**src/rtl/op_stream_decoder.sv**
```systemverilog
// rtl/op_stream_decoder.sv - registered op word decoder with audio stream and keyboard LED tracking
// Classifies op words into a valid/ready output register and tracks link-reset all-ones runs.
module op_stream_decoder #(
  parameter int OP_WIDTH     = 16,
  parameter int CNT_WIDTH    = 16,
  parameter int IDLE_TIMEOUT = 4096,
  parameter int RESET_RUN    = 2
) (
  input  logic                 clk,
  input  logic                 reset,
  input  logic [OP_WIDTH-1:0]  op,
  input  logic                 op_valid,
  output logic                 op_ready,
  output logic                 out_valid,
  input  logic                 out_ready,
  output logic [2:0]           out_kind,
  output logic [OP_WIDTH-9:0]  out_payload,
  output logic                 audio_active,
  output logic                 audio_44k,
  output logic [CNT_WIDTH-1:0] sample_count,
  output logic [CNT_WIDTH-1:0] drop_count,
  output logic [7:0]           kbd_led,
  output logic                 power_on,
  output logic                 reset_req
);

  localparam int PW = OP_WIDTH - 8;
  localparam int TW = (IDLE_TIMEOUT > 2) ? $clog2(IDLE_TIMEOUT) : 1;
  localparam int RW = $clog2(RESET_RUN + 1);

  typedef enum logic [2:0] {
    K_UNKNOWN  = 3'd0,
    K_START22  = 3'd1,
    K_START44  = 3'd2,
    K_SAMPLE   = 3'd3,
    K_KBD_LED  = 3'd4,
    K_POWER_ON = 3'd5,
    K_ALL_ONES = 3'd6
  } kind_e;

  typedef enum logic {S_IDLE, S_STREAM} state_e;

  state_e               state_q, state_d;
  logic                 out_valid_q, out_valid_d;
  kind_e                kind_q, kind_d, dec_kind;
  logic [PW-1:0]        payload_q, payload_d;
  logic [TW-1:0]        timer_q, timer_d;
  logic [RW-1:0]        run_q, run_d;
  logic                 audio_44k_q, audio_44k_d;
  logic [CNT_WIDTH-1:0] sample_q, sample_d;
  logic [CNT_WIDTH-1:0] drop_q, drop_d;
  logic [7:0]           kbd_led_q, kbd_led_d;
  logic                 power_on_q, power_on_d;
  logic                 reset_req_q, reset_req_d;

  logic [7:0]    opcode;
  logic [PW-1:0] payload;
  logic          accept;

  assign opcode   = op[OP_WIDTH-1 -: 8];
  assign payload  = op[PW-1:0];
  assign op_ready = !out_valid_q || out_ready;
  assign accept   = op_valid && op_ready;

  always_comb begin
    dec_kind = K_UNKNOWN;
    if (opcode == 8'hC5 && payload[7:0] == 8'hEF) dec_kind = K_POWER_ON;
    else if (opcode == 8'hC5)                     dec_kind = K_KBD_LED;
    else if (opcode == 8'hC7)                     dec_kind = K_SAMPLE;
    else if (opcode == 8'h1F)                     dec_kind = K_START22;
    else if (opcode == 8'h0F)                     dec_kind = K_START44;
    else if (opcode == 8'hFF)                     dec_kind = K_ALL_ONES;
  end

  always_comb begin
    state_d     = state_q;
    out_valid_d = out_valid_q;
    kind_d      = kind_q;
    payload_d   = payload_q;
    timer_d     = timer_q;
    run_d       = run_q;
    audio_44k_d = audio_44k_q;
    sample_d    = sample_q;
    drop_d      = drop_q;
    kbd_led_d   = kbd_led_q;
    power_on_d  = power_on_q;
    reset_req_d = 1'b0;

    if (accept) begin
      out_valid_d = 1'b1;
      kind_d      = dec_kind;
      payload_d   = payload;
    end else if (out_ready) begin
      out_valid_d = 1'b0;
    end

    if (state_q == S_STREAM) begin
      if (timer_q == '0) state_d = S_IDLE;
      else               timer_d = timer_q - 1'b1;
    end

    // Accepted packets override the timer step above, so a sample on expiry keeps the stream.
    if (accept) begin
      if (dec_kind != K_ALL_ONES) run_d = '0;
      case (dec_kind)
        K_START22, K_START44: begin
          state_d     = S_STREAM;
          audio_44k_d = (dec_kind == K_START44);
          sample_d    = '0;
          timer_d     = TW'(IDLE_TIMEOUT - 1);
        end
        K_SAMPLE: begin
          if (state_q == S_STREAM) begin
            state_d = S_STREAM;
            timer_d = TW'(IDLE_TIMEOUT - 1);
            if (sample_q != '1) sample_d = sample_q + 1'b1;
          end else if (drop_q != '1) begin
            drop_d = drop_q + 1'b1;
          end
        end
        K_KBD_LED:  kbd_led_d  = payload[7:0];
        K_POWER_ON: power_on_d = 1'b1;
        K_ALL_ONES: begin
          if (run_q == RW'(RESET_RUN - 1)) begin
            reset_req_d = 1'b1;
            state_d     = S_IDLE;
            sample_d    = '0;
            drop_d      = '0;
            kbd_led_d   = '0;
            power_on_d  = 1'b0;
            run_d       = '0;
          end else begin
            run_d = run_q + 1'b1;
          end
        end
        default: ;
      endcase
    end
  end

  always_ff @(posedge clk or posedge reset) begin
    if (reset) begin
      state_q     <= S_IDLE;
      out_valid_q <= 1'b0;
      kind_q      <= K_UNKNOWN;
      payload_q   <= '0;
      timer_q     <= '0;
      run_q       <= '0;
      audio_44k_q <= 1'b0;
      sample_q    <= '0;
      drop_q      <= '0;
      kbd_led_q   <= '0;
      power_on_q  <= 1'b0;
      reset_req_q <= 1'b0;
    end else begin
      state_q     <= state_d;
      out_valid_q <= out_valid_d;
      kind_q      <= kind_d;
      payload_q   <= payload_d;
      timer_q     <= timer_d;
      run_q       <= run_d;
      audio_44k_q <= audio_44k_d;
      sample_q    <= sample_d;
      drop_q      <= drop_d;
      kbd_led_q   <= kbd_led_d;
      power_on_q  <= power_on_d;
      reset_req_q <= reset_req_d;
    end
  end

  assign out_valid    = out_valid_q;
  assign out_kind     = kind_q;
  assign out_payload  = payload_q;
  assign audio_active = (state_q == S_STREAM);
  assign audio_44k    = audio_44k_q;
  assign sample_count = sample_q;
  assign drop_count   = drop_q;
  assign kbd_led      = kbd_led_q;
  assign power_on     = power_on_q;
  assign reset_req    = reset_req_q;

endmodule

```
**config.mk**
```make
export PLATFORM = sky130hd
export DESIGN_NAME = op_stream_decoder
export DESIGN_NICKNAME = d
export VERILOG_FILES = /design/src/rtl/op_stream_decoder.sv
export SDC_FILE = /design/constraint.sdc
export NUM_CORES = 1
export LEC_CHECK = 0
export ABC_CLOCK_PERIOD_IN_PS = 2800
export CORE_ASPECT_RATIO = 1.75
export CORE_MARGIN = 5
export CORE_UTILIZATION = 53
export CTS_BUF_LIST = sky130_fd_sc_hd__clkbuf_8
export DETAILED_ROUTE_END_ITERATION = 10
export GPL_TIMING_DRIVEN = 0
export PLACE_DENSITY = 0.94
export SLEW_MARGIN = 0
export SYNTH_ARGS = -nofsm -noshare
export SYNTH_HDL_FRONTEND = slang
export SYNTH_SLANG_ARGS = --single-unit
```
**constraint.sdc**
```tcl
create_clock -name clk -period 2.8 [get_ports clk]
set_clock_uncertainty 0.05 [all_clocks]
set_input_delay 0.28 -clock clk [delete_from_list [all_inputs] [get_ports clk]]
set_output_delay 0.28 -clock clk [all_outputs]
set_load 0.01 [all_outputs]
```
---- Word-level counts from Yosys, hierarchy flattened ----
Index checks and enable logic that the tools add are counted.
word-level totals
  flip-flop bits (word level) ............. 70
  bits of input ports ..................... 20
  logic and storage cells ................. 91
cells by class
  $add $sub $neg .......................... 4
  equality and inequality tests ........... 21
  muxes and demuxes ....................... 36
  reductions and logical operators ........ 18
operators with widths
  cell                                                                   count
  16-bit 2-to-1 mux                                                      5
  12-bit 2-to-1 mux                                                      4
  16-bit case mux with 3 select lines                                    1
  16-bit by 1-bit adder with 16-bit output (second input constant)       2
  8-bit == test (second input constant)                                  4
  16-bit inequality test (second input constant)                         2
  16-bit case mux with 2 select lines                                    1
  12-bit case mux with 2 select lines                                    1
  3-bit 2-to-1 mux                                                       6
  8-bit case mux with 2 select lines                                     1
  12-bit zero test                                                       1
  12-bit by 1-bit subtractor with 12-bit output (second input constant)  1
  1-bit 2-to-1 mux                                                       11
  2-bit inequality test (second input constant)                          5
  5-bit AND reduction                                                    2
  2-bit nonzero test                                                     5
  3-bit == test (second input constant)                                  3
  8-bit by 4-bit == test with 1-bit output (second input constant)       1
  8-bit by 5-bit == test with 1-bit output (second input constant)       1
  8-bit 2-to-1 mux                                                       1
  3-bit by 2-bit == test with 1-bit output (second input constant)       2
  2-bit 2-to-1 mux                                                       3
  3-bit AND reduction                                                    2
  2-bit AND reduction                                                    2
  11 further kinds                                                       12

---- Depth between registers and ports, before layout ----
  depth in word-level cells ............... 11
  depth in mapped cells ................... 8
  mapped depth without buffers ............ 8

---- Worst setup path before layout ----
OpenSTA, ideal clock, no wires.
  path type ............................... register -> register
  start point ............................. register timer_q[0]
  end point ............................... register timer_q[10]
  setup time .............................. 146 ps
  data arrival time ....................... 2079 ps
  required time ........................... 2604 ps
  slack ................................... 525 ps
  cell stages (with the launch flop) ...... 9
  buffers on the path ..................... 0
  clock period less this slack ............ 2275 ps
  cells stage by stage .................... dfrtp_1 > inv_1 > ha_1 > or3b_2 > or3_1 > or3_1 > nor2b_1 > o21ai_1 > o311ai_1
between the ends
  longest elaborated chain between the ends .. 6
  elaborated cells between the ends (all ways) .. 7
  classes of those cells .................. add/sub (1); mux (5); reduce/logical (1)
ends and longest elaborated chain
  item                                                                               line    text
  from (decl)                                                                        47      logic [TW-1:0] timer_q, timer_d;
  from (signal assigned)                                                             160     timer_q <= timer_d;
  12-bit by 1-bit subtractor with 12-bit output or 12-bit zero test (tied branches)  99, 98
  12-bit 2-to-1 mux (*)                                                              98      if (timer_q == '0) state_d = S_IDLE;
  12-bit 2-to-1 mux (*)                                                              97      if (state_q == S_STREAM) begin
  12-bit 2-to-1 mux                                                                  113     if (state_q == S_STREAM) begin
  12-bit case mux with 2 select lines                                                105     case (dec_kind)
  12-bit 2-to-1 mux (*)                                                              103     if (accept) begin
  via timer_d[10]                                                                    47
Mark *: on every way through the listed nets, which the timed path passes. The rest lies on a longest branch.
A chain may end at the register's enable or synchronous reset.

---- Final worst setup path ----
  start point ............................. input op[11]
  end point ............................... register sample_q[12] (netlist: sample_count[12])
between the ends
  longest elaborated chain between the ends .. 11
  elaborated cells between the ends (all ways) .. 23
  classes of those cells .................. eq/ne (12); mux (7); reduce/logical (4)
ends and longest elaborated chain
  item                                                                                                  line  text
  from (decl)                                                                                           11    input logic [OP_WIDTH-1:0] op,
  8-bit == test                                                                                         72    else if (opcode == 8'hFF) dec_kind = K_ALL_ONES;
  3-bit 2-to-1 mux                                                                                      72
  3-bit 2-to-1 mux                                                                                      71    else if (opcode == 8'h0F) dec_kind = K_START44;
  3-bit 2-to-1 mux                                                                                      70    else if (opcode == 8'h1F) dec_kind = K_START22;
  3-bit 2-to-1 mux                                                                                      69    else if (opcode == 8'hC7) dec_kind = K_SAMPLE;
  3-bit 2-to-1 mux                                                                                      68    else if (opcode == 8'hC5) dec_kind = K_KBD_LED;
  3-bit 2-to-1 mux (*)                                                                                  67    if (opcode == 8'hC5 && payload[7:0] == 8'hEF) dec_kind = K_POWER_ON;
  3-bit by 2-bit == test with 1-bit output or 3-bit by 1-bit == test with 1-bit output (tied branches)  105
  2-bit OR reduction                                                                                    105
  3-bit nonzero test (no source line)                                                                   n/a
  5-bit AND reduction (no source line)                                                                  n/a
  to (signal assigned)                                                                                  163   sample_q <= sample_d;
  to (decl)                                                                                             50    logic [CNT_WIDTH-1:0] sample_q, sample_d;
Every way passes the cells marked *; elsewhere a longest branch is shown, timed or not.

==> flow_summary.json <==
{
  "row_count": 39,
  "synth_top_cell_by_area": "dfrtp_1",
  "grt_max_degree": 71,
  "dieArea_sq_um": 8630,
  "ctsHoldBuffers": 0,
  "cts_resized": 0,
  "nFillCells": 482,
  "setup_tns_ns": 0,
  "status": "complete, no violations",
  "cts_root_buf": "clkbuf_8",
  "max_slew.worst_pin.slew_ns": 0.851,
  "clk_pin_slew_ns": 0.08,
  "clkLatencyLatePin_ns": 0.36,
  "dpl.hpwl_um": 7070,
  "setup_viol": 0,
  "fin_cells": 556,
  "worst_path_max_delay_cell": "nor3_1",
  "yosys.cell_types.count": 51,
  "finalNetCount": 493,
  "synth_area_sq_um": 3610,
  "met1_length_um": 3600,
  "intPower_w": 0.00184,
  "cts_tree": "yes",
  "period_needed_ns": 2.57,
  "cp_cell_sequence": "clkdlybuf4s50_1 > nand4bb_4 > nor3_1 > o21ai_1 > clkbuf_1 > nand4_1 > xor2_1 > nor2_1",
  "syn_to_final_growth_pct": 30.2,
  "drt_iter0_markers": 243,
  "synthArstFlopShare_pct": 100,
  "r2r-start": "timer_q[0]$_DFF_PP0_",
  "layout-drive-gt1-share_pct": 7.81,
  "ys_seq_area_share_pct": 48.5,
  "wl_um": 9840,
  "ir_worst_vdd_uv": 429,
  "synth_nets": 406,
  "ys.flop_type": "dfrtp_1",
  "yosysMostFrequentCell": "dfrtp_1",
  "grt_usage_pct": 24.0,
  "ant_nets": 0,
  "diodes": 0,
  "cts.path.max_buffers": 2,
  "dp.cells": 540,
  "yosysTopAreaCellShare_pct": 48.5,
  "p_sw_w": 0.000771,
  "worstPathRequired_ns": 3.00,
  "netlist_top_cells_count": "dfrtp_1 (70), nand2_1 (46), o21ai_0 (32), nor2_1 (30), a21oi_1 (20)",
  "grt_antenna_before_repair": 0,
  "die_x_um": 72.4,
  "worstPathMaxFanout": 10,
  "synth-edff-count": 0,
  "port_buffers": 76,
  "power_frac_clock_pct": 35.1,
  "synthTopCellsByArea": "dfrtp_1 (49%), nand2_1 (4.8%), o21ai_0 (4.4%)",
  "core_area_sq_um": 6590,
  "cts_buffers": 9,
  "p_leak_nw": 1.96,
  "drc": 0,
  "initial_core_util_pct": 54.8,
  "grt_pass1_wl_um": 16400,
  "htreeDepth": 3,
  "critPathTopFamily": "simple AND/OR/NAND/NOR gates",
  "slowest_delay_ns": 0.55,
  "synth_warnings": 0,
  "place_congestion": 0.880,
  "maxCapViolCount": 0,
  "worstPathArrival_ns": 2.77,
  "combPwrFrac_pct": 18.2,
  "cp-end-kind": "register",
  "seqPwrFrac_pct": 46.7,
  "cts_setup_buffers": 0,
  "slew_violations": 0,
  "syn_inst": 382,
  "fmax_ghz": 0.390,
  "die-height_um": 119,
  "crit_start": "op[11]",
  "min_path_type": "in -> async",
  "synth.avg_cell_area_sq_um": 9.45,
  "top_level_ports": 77,
  "wl_per_cell_um": 17.7,
  "switching_share_pct": 29.5,
  "final.period_utilization_pct": 91.7,
  "ys_ff_latch": 70,
  "slew_headroom_pct": 43.3,
  "dr_wl_met2_um": 5410,
  "vias": 3406,
  "grt_pass1_vias": 3491,
  "finalHoldViolations": 0,
  "top_layer": "met4",
  "path_class": "in -> reg",
  "rsz0062_at_grt": "false",
  "startpoint_type": "input pin",
  "dr.pass1.iters": 5,
  "via_per_inst": 6.13,
  "pwr_density_cell_nw_per_um2": 556,
  "grt_overflow": 0,
  "cts.sinks": 70,
  "wl_met3_um": 506,
  "cp.buffers_inverters": 2
}
metrics by stage:
| stage | setup WS, ns | instance area (sq um) | util [%] | total power [W] | hold WS, ns |
|---|---|---|---|---|---|
| 4_1_cts | 0.294 | 4700 | 71.3 | 0.00262 | 0.435 |
| 3_3_place_gp | -0.417 | 4470 | 67.9 | 0.00168 | 0.409 |
| 3_5_place_dp | -0.0586 | 4480 | 68.0 | 0.00171 | 0.416 |
| 5_1_grt | 0.0806 | 4700 | 71.4 | 0.00273 | 0.457 |
| 2_1_floorplan | 0.525 | 3610 | - | 0.00151 | 0.335 |
| 6_report | 0.233 | 4700 | 71.4 | 0.00261 | 0.414 |
flip-flops by register name, indices dropped and copies added, names as in the netlist:
signal and count:
out_kind 3, power_on 1, audio_44k 1, out_payload 8, audio_active 1, drop_count 16, sample_count 16, run_q 2
kbd_led 8, reset_req 1, timer_q 12, out_valid 1
final cells by class:
class                           count  area (sq um)  share of cell area (%)
Buffer                             10          41.3                   0.878
Clock buffer                        9           124                    2.63
Clock inverter                      7          95.1                    2.02
Inverter                            8          32.5                   0.692
Multi-Input combinational cell    294          1790                    38.2
Sequential cell                    70          1750                    37.3
Tap cell                           82           103                    2.18
Timing Repair Buffer               76           761                    16.2
worst paths after layout:
path / slack [ns] / endpoint / depth (start not counted)
max reg2reg: 0.28 / timer_q[10]$_DFF_PP0_ / 8
min: 0.41 / sample_count[10]$_DFFE_PP0P_ / 2
max: 0.23 / sample_count[12]$_DFFE_PP0P_ / 8
min reg2reg: 0.43 / out_payload[1]$_DFFE_PP0P_ / 2
min in group clk: 0.43 / out_payload[1]$_DFFE_PP0P_ / 2
max in group asynchronous: 1.73 / timer_q[9]$_DFF_PP0_ / 2
cell usage in the layout (no fill, tap or decap), drive strengths merged, types with 2 or more instances in the layout:
cell and n:
clkinv 2, nor2b 4, nand2 46, o311ai 6
nor3b 2, o21a 2, a211oi 2, nand3 21
clkdlybuf4s50 76, nand2b 4, or3 19, nor2 30
dfrtp 70, o21ai 38, a21o 3, ha 4
nand4 18, a31oi 2, o211ai 2, or2 2
clkbuf 15, buf 4, and4b 2, nor3 10
or4 3, and4 3, bufinv 2, inv 10
and3 9, a22o 9, a21oi 22, and2 5
xor2 13
power by group through the flow:
stage                     clock, W  combinational [W]  sequential (W)
after global placement           0           0.000450         0.00123
final                     0.000917           0.000477         0.00122
after global routing      0.000967           0.000526         0.00123
after CTS                 0.000927           0.000476         0.00122
after floorplan                  0           0.000285         0.00122
after detailed placement         0           0.000473         0.00123
layer usage:
layer  vias up  track usage [%]
met2       128             41.3
met1      1664             27.4
met3        35             5.90
met4         0             11.0
met5         -                0
li1       1579                -
worst reg2reg max path, delay by kind of cell, from the launching register on:
kind / cells / cell delay, ns
buffers and inverters: 1 / 0.11
DFF: 1 / 0.40
AOI/OAI and AO/OA: 2 / 0.25
adders and majority gates: 1 / 0.21
and+or+nand+nor: 4 / 1.35
kinds of logic (layout without fill, tap and decap cells):
logic type	after synthesis	count (layout)	synth area share [%]
AO/OA/AOI/OAI	92	92	16.7
buffers and inverters	18	110	1.97
flip-flops	70	70	48.5
multiplexers	1	1	0.277
adder cells (fa/ha/maj)	4	4	1.39
XOR/XNOR	14	14	3.40
AND/OR/NAND/NOR	183	183	27.7
(Power assumes the default switching activity.)
